$ cat config.mk
export PLATFORM = sky130hd
export DESIGN_NAME = led_sequencer
export DESIGN_NICKNAME = d
export VERILOG_FILES = /design/src/rtl/led_sequencer_pkg.sv /design/src/rtl/tick_prescaler.sv /design/src/rtl/led_sequencer.sv
export SDC_FILE = /design/constraint.sdc
export NUM_CORES = 1
export LEC_CHECK = 0
export BUFFER_PORTS_ARGS = -buffer_cell sky130_fd_sc_hd__buf_4
export CAP_MARGIN = 15
export CORE_AREA = 2 2 99 101
export DETAILED_ROUTE_END_ITERATION = 7
export DIE_AREA = 0 0 101 103
export GPL_ROUTABILITY_DRIVEN = 0
export HOLD_SLACK_MARGIN = 0.12
export PLACE_DENSITY = 0.69
export SLEW_MARGIN = 20
export SYNTH_ARGS = -nofsm -noshare
export SYNTH_HDL_FRONTEND = slang
export SYNTH_HIERARCHICAL = 1
export SYNTH_SLANG_ARGS = --single-unit
$ cat constraint.sdc
create_clock -name i_clk -period 2.46 [get_ports i_clk]
set_input_delay 0.369 -clock i_clk [delete_from_list [all_inputs] [get_ports i_clk]]
set_output_delay 0.369 -clock i_clk [all_outputs]
set_load 0.005 [all_outputs]
$ cat src/rtl/led_sequencer_pkg.sv
// Shared types and field layout for the LED pattern sequencer.
package led_sequencer_pkg;

    typedef enum logic [0:0] {
        StIdle = 1'b0,
        StRun  = 1'b1
    } state_e;

    // Pattern entry layout: {rgb[2:0], dur[DBITS-1:0]}, rgb bit2=R, bit1=G, bit0=B.
    localparam int unsigned RgbW = 3;

    function automatic int unsigned entry_w(int unsigned dbits);
        return RgbW + dbits;
    endfunction

endpackage

$ cat src/rtl/tick_prescaler.sv
// Free-running prescaler; o_tick is high while the counter is all-ones.
module tick_prescaler #(
    parameter int unsigned CBITS = 21
) (
    input  logic i_clk,
    input  logic i_rst_n,
    input  logic i_clr,
    output logic o_tick
);

    logic [CBITS-1:0] cnt_q;

    always_ff @(posedge i_clk) begin
        if (!i_rst_n || i_clr) begin
            cnt_q <= '0;
        end else begin
            cnt_q <= cnt_q + 1'b1;
        end
    end

    assign o_tick = &cnt_q;

endmodule

$ cat src/rtl/led_sequencer.sv
// Programmable RGB LED pattern player: stores {colour, duration} steps and plays them
// back on a prescaled tick, one-shot or looping.
module led_sequencer
    import led_sequencer_pkg::*;
#(
    parameter int unsigned CBITS = 21,
    parameter int unsigned DEPTH = 8,
    parameter int unsigned DBITS = 4
) (
    input  logic                        i_clk,
    input  logic                        i_rst_n,
    input  logic                        i_wr_valid,
    output logic                        o_wr_ready,
    input  logic [RgbW+DBITS-1:0]       i_wr_data,
    input  logic                        i_clear,
    input  logic                        i_start,
    input  logic                        i_loop,
    input  logic                        i_stop,
    output logic                        o_busy,
    output logic                        o_done,
    output logic [$clog2(DEPTH)-1:0]    o_step,
    output logic [$clog2(DEPTH):0]      o_count,
    output logic                        o_led_r,
    output logic                        o_led_g,
    output logic                        o_led_b
);

    localparam int unsigned AddrW  = $clog2(DEPTH);
    localparam int unsigned EntryW = entry_w(DBITS);
    localparam logic [AddrW:0] MaxCount = (AddrW + 1)'(DEPTH);

    state_e              state_q, state_d;
    logic [AddrW:0]      count_q, count_d;
    logic [AddrW:0]      len_q, len_d;
    logic [AddrW-1:0]    step_q, step_d;
    logic [DBITS-1:0]    dur_q, dur_d;
    logic [RgbW-1:0]     led_q, led_d;
    logic                loop_q, loop_d;
    logic                done_q, done_d;
    logic [EntryW-1:0]   mem_q [DEPTH];

    logic                wr_fire;
    logic                tick;
    logic [AddrW:0]      eff_count;
    logic [AddrW-1:0]    next_idx;
    logic                last_step;
    logic [RgbW-1:0]     first_rgb;

    tick_prescaler #(
        .CBITS (CBITS)
    ) u_prescaler (
        .i_clk   (i_clk),
        .i_rst_n (i_rst_n),
        .i_clr   (state_q == StIdle),
        .o_tick  (tick)
    );

    assign o_wr_ready = (state_q == StIdle) && (count_q < MaxCount) && !i_clear;
    assign wr_fire    = i_wr_valid && o_wr_ready;
    assign eff_count  = count_q + {{AddrW{1'b0}}, wr_fire};
    assign next_idx   = step_q + 1'b1;
    assign last_step  = ({1'b0, step_q} == (len_q - 1'b1));
    // Entry 0 may be arriving in the very cycle playback starts.
    assign first_rgb  = (count_q == '0) ? i_wr_data[EntryW-1:DBITS] : mem_q[0][EntryW-1:DBITS];

    always_ff @(posedge i_clk) begin
        if (wr_fire) begin
            mem_q[count_q[AddrW-1:0]] <= i_wr_data;
        end
    end

    always_comb begin
        state_d = state_q;
        count_d = count_q;
        len_d   = len_q;
        step_d  = step_q;
        dur_d   = dur_q;
        led_d   = led_q;
        loop_d  = loop_q;
        done_d  = 1'b0;

        if (wr_fire) begin
            count_d = count_q + 1'b1;
        end

        case (state_q)
            StIdle: begin
                if (i_clear) begin
                    count_d = '0;
                end else if (i_start && !i_stop && (eff_count != '0)) begin
                    state_d = StRun;
                    len_d   = eff_count;
                    loop_d  = i_loop;
                    step_d  = '0;
                    dur_d   = '0;
                    led_d   = first_rgb;
                end
            end
            StRun: begin
                if (i_stop) begin
                    state_d = StIdle;
                    step_d  = '0;
                    dur_d   = '0;
                    led_d   = '0;
                end else if (tick) begin
                    if (dur_q == mem_q[step_q][DBITS-1:0]) begin
                        dur_d = '0;
                        if (!last_step) begin
                            step_d = next_idx;
                            led_d  = mem_q[next_idx][EntryW-1:DBITS];
                        end else if (loop_q) begin
                            step_d = '0;
                            led_d  = mem_q[0][EntryW-1:DBITS];
                        end else begin
                            state_d = StIdle;
                            step_d  = '0;
                            led_d   = '0;
                            done_d  = 1'b1;
                        end
                    end else begin
                        dur_d = dur_q + 1'b1;
                    end
                end
            end
            default: state_d = StIdle;
        endcase
    end

    always_ff @(posedge i_clk) begin
        if (!i_rst_n) begin
            state_q <= StIdle;
            count_q <= '0;
            len_q   <= '0;
            step_q  <= '0;
            dur_q   <= '0;
            led_q   <= '0;
            loop_q  <= 1'b0;
            done_q  <= 1'b0;
        end else begin
            state_q <= state_d;
            count_q <= count_d;
            len_q   <= len_d;
            step_q  <= step_d;
            dur_q   <= dur_d;
            led_q   <= led_d;
            loop_q  <= loop_d;
            done_q  <= done_d;
        end
    end

    assign o_busy  = (state_q == StRun);
    assign o_done  = done_q;
    assign o_step  = step_q;
    assign o_count = count_q;
    assign o_led_r = led_q[2];
    assign o_led_g = led_q[1];
    assign o_led_b = led_q[0];

endmodule

==> metrics.sh <==
DIODES=0
ROUTE.DETAILED.DRC=0
SYNTH-SEQ-AREA-SHARE_PCT=57.0
NUMBER_OF_GLOBAL_ROUTE_VIAS_BEFORE_REPAIR=2786
LAYOUT.CELLS.MOST_COMMON='sky130_fd_sc_hd__edfxtp_1'
DR.PASS1.ITERS=4
TRITONCTS='built'
SETUP_VIOL_COUNT_FINAL=0
SYNTH_ENABLE_FLOP_CELLS=56
DRTITER0DRC=93
YOSYS_REGISTER_BITS=101
GRT_FIRST_PASS_WIRELENGTH_MM=13.7
CLOCK-SINKS=101
MAX-CLOCK-PATH-BUFFERS=2
CRITICAL_PATH.MAX_FANOUT=8
MAXCAPVIOLCOUNT=0
SYNTHFLOPTYPE='sky130_fd_sc_hd__edfxtp_1'
CRITICAL_PATH_ARRIVAL_NS=2.62
LAYOUT.CELLS.MOST_COMMON_LIST='sky130_fd_sc_hd__edfxtp_1 (56), sky130_fd_sc_hd__buf_4 (51), sky130_fd_sc_hd__dfxtp_1 (44)'
FP.DIEAREA_UM2=10400
AVGROUTEDWIREPERCELL_UM=16.7
PLACED_AREA_UM2=5020
DETAIL_ROUTE.WIRELENGTH.MET1_MM=4.08
ENDPOINT_KIND='flop'
PATH_CLK_SLEW_NS=0.09
INITIAL_CORE_UTIL_PCT=47.9
SLEW_HEADROOM_PCT=61.7
TIMING.REG2REG.SETUP_SLACK_NS=0.08
CRITPATHLAUNCHTYPE='flop'
NNETSFINAL=426
POST_SYNTH_INST_COUNT=353
TIMING.SETUP.TNS_NS=0
WORST_CLOCK_SKEW_NS=0.00641
FINAL.SETUP.WORST_SLACK_NS=0.0815
YOSYS.CELL_TYPES.COUNT=57
DRT.ANTENNA.VIOLATING_NETS=0
STATUS='completed'
YS.WARNINGS.COUNT=6
DETAILED_ROUTED_WIRE_LENGTH_ON_MET3_UM=315
AREA_GROWTH_SYN_TO_LAYOUT_PCT=16.4
TOP_LAYER='met4'
CTS-HOLD-FIX-BUFFERS=0
SYN-CELL-AREA_UM2=4530
CRIT-REG2REG-CAPTURE='led_q[1]'
TIMING.REG2REG.WORST_PATH_DEPTH=10
INSTANCES_NO_FILL=523
FINAL_AREA_UM2=5280
TIMING_WORST_SLEW_PIN_VALUE_NS=0.574
HOLD_VIOL=0
PATH_CLASS='reg -> reg'
POWER.LEAKAGE_nW=1.78
CELL_TOTAL_AFTER_PLACEMENT=506
DETAILEDPLACEMENTHPWL_MM=6.18
MAX_CLOCK_FREQ_GHz=0.420
IO_PINS=27
MAX-VDD-IR-DROP_V=0.000315
WIRELENGTH_MM=8.75
POWER_DENSITY_nW_PER_UM2=559
GRT.OVERFLOW.TOTAL=0
CTS-HTREE-LEVELS=3
NUM_VIAS=2915
MIN_PERIOD_OVER_PERIOD_PCT=96.7
MAPPEDNETLISTNETS=375
PRECTSSETUPSLACK_NS=-0.206
ANTENNA_FOUND_INITIAL=0
WORST_SKEW_PAIR.LATE_LATENCY_NS=0.35
HOLD_PATH_CLASS='in -> reg'
CHIPWIDTH_UM=101
NUMCTSBUFFERS=9
SLEW_VIOL_FINAL=0
SYNTH_ASYNC_SR_FLOP_SHARE_PCT=0
VIAS_PER_CELL=5.57
ROW_COUNT=36
AREA_OF_THE_PLACEABLE_CORE_UM2=9460
FINAL_UTIL_PCT=55.8
WORST_R2R_STARTPOINT='o_busy'
POST_SYNTH.CELL_AREA_AVG_UM2=12.8
DRIVE_GT1_SHARE_PCT=26.9
NUMPORTBUFFERS=26
WORSTSETUPSTARTPOINT='o_busy'
REQUIRED_NS=2.70
WL_MET2_MM=4.21
CRITICAL_PATH.ENDPOINT='led_q[1]'
GLOBAL_ROUTE.USAGE.TOTAL_PCT=17.5
CTSROOTBUFFERMASTER='sky130_fd_sc_hd__clkbuf_8'
CHIPHEIGHT_UM=103
LARGEST_NET_DEGREE_AT_THE_START_OF_GLOBAL_ROUTING=21
FINAL_CRITICAL_PATH_REQUIRED_PERIOD_NS=2.38
[stage by stage]
stage	hold WS [ns]	power, W
floorplan	0.438	0.00189
global placement	0.464	0.00195
detailed placement	0.480	0.00195
CTS	0.218	0.00299
global route	0.229	0.00305
finish	0.244	0.00295
[worst min path at each step]
stage          slack [ns]  cells past startpoint                     to             startpoint
2_1_floorplan        0.44                      1   u_prescaler/cnt_q[0]   u_prescaler/cnt_q[0]
3_3_place_gp         0.46                      2  u_prescaler/cnt_q[18]  u_prescaler/cnt_q[18]
3_5_place_dp         0.48                      2  u_prescaler/cnt_q[18]  u_prescaler/cnt_q[18]
4_1_cts              0.22                      1            mem_q[2][2]           i_wr_data[2]
5_1_grt              0.23                      1            mem_q[6][2]           i_wr_data[2]
6_report             0.24                      1            mem_q[7][1]           i_wr_data[1]
[power by group]
group	leakage (nW)	switching, W	internal, W
sequential	0.869	0.00000766	0.00179
clock	0.0942	0.000536	0.000498
combinational	0.817	0.0000674	0.0000555
[critical path, stage by stage (launching register included)]
cell	delay [ns]
sky130_fd_sc_hd__dfxtp_2	0.33
sky130_fd_sc_hd__nor3_2	0.17
sky130_fd_sc_hd__and2_4	0.17
sky130_fd_sc_hd__ha_2	0.19
sky130_fd_sc_hd__ha_4	0.15
sky130_fd_sc_hd__xor2_2	0.17
sky130_fd_sc_hd__nor3_2	0.06
sky130_fd_sc_hd__a21oi_2	0.21
sky130_fd_sc_hd__o221ai_4	0.19
sky130_fd_sc_hd__buf_4	0.20
sky130_fd_sc_hd__o41ai_1	0.38
[metal layers]
| layer | vias to the layer above | GRT usage (%) |
|---|---|---|
| li1 | 1423 | - |
| met1 | 1425 | 23.1 |
| met2 | 55 | 28.5 |
| met3 | 12 | 2.98 |
| met4 | 0 | 8.42 |
| met5 | - | 0 |
[area by class of cell]
cell class	count	area, µm²
clock buffer	12	145
clock inverter	4	50.0
multi-input combinational	229	1900
tap	114	143
fill	788	4180
sequential	101	2580
inverter	10	37.5
timing repair buffer	53	423
[registers in the layout, indices dropped and copies added (netlist names), named ones only]
signal / count
o_count: 4
len_q: 4
loop_q: 1
o_step: 3
led_q: 3
u_prescaler/cnt_q: 21
dur_q: 4
mem_q: 56
o_busy: 1
o_done: 1
[Yosys cell counts (6+ instances only)]
library cell | number | area share, %
sky130_fd_sc_hd__nor2_1 | 31 | 2.6
sky130_fd_sc_hd__nand2_1 | 17 | 1.4
sky130_fd_sc_hd__xnor2_1 | 8 | 1.5
sky130_fd_sc_hd__xor2_1 | 13 | 2.5
sky130_fd_sc_hd__inv_1 | 10 | 0.83
sky130_fd_sc_hd__edfxtp_1 | 56 | 37
sky130_fd_sc_hd__a21oi_1 | 8 | 0.88
sky130_fd_sc_hd__nand3_1 | 11 | 1.2
sky130_fd_sc_hd__dfxtp_1 | 45 | 20
sky130_fd_sc_hd__ha_1 | 8 | 2.2
sky130_fd_sc_hd__mux4_2 | 10 | 5.0
sky130_fd_sc_hd__or3_1 | 6 | 0.83
sky130_fd_sc_hd__o21ai_0 | 7 | 0.77
sky130_fd_sc_hd__o211ai_1 | 6 | 0.99
sky130_fd_sc_hd__nor3_1 | 10 | 1.1
sky130_fd_sc_hd__clkbuf_1 | 8 | 0.66
sky130_fd_sc_hd__mux2i_1 | 24 | 5.3
[logic make-up (layout without fill, tap and decap cells)]
group,Yosys count,in the layout,share of synthesized area (%)
adders and majority gates,8,8,2.21
xor gates and xnor gates,24,24,5.13
and+or+nand+nor,117,117,14.4
DFF,101,101,57.0
AOI/OAI and AO/OA,42,42,7.37
buffers and inverters,23,79,2.70
muxes,38,38,11.3
[what timing repair did]
action / CTS / global route
pin swaps: 1 / 4
resized for setup: 2 / 9
setup endpoints to repair: 5 / 13
setup buffers: 0 / 1
No activity file was read; power rests on OpenSTA's default activity.
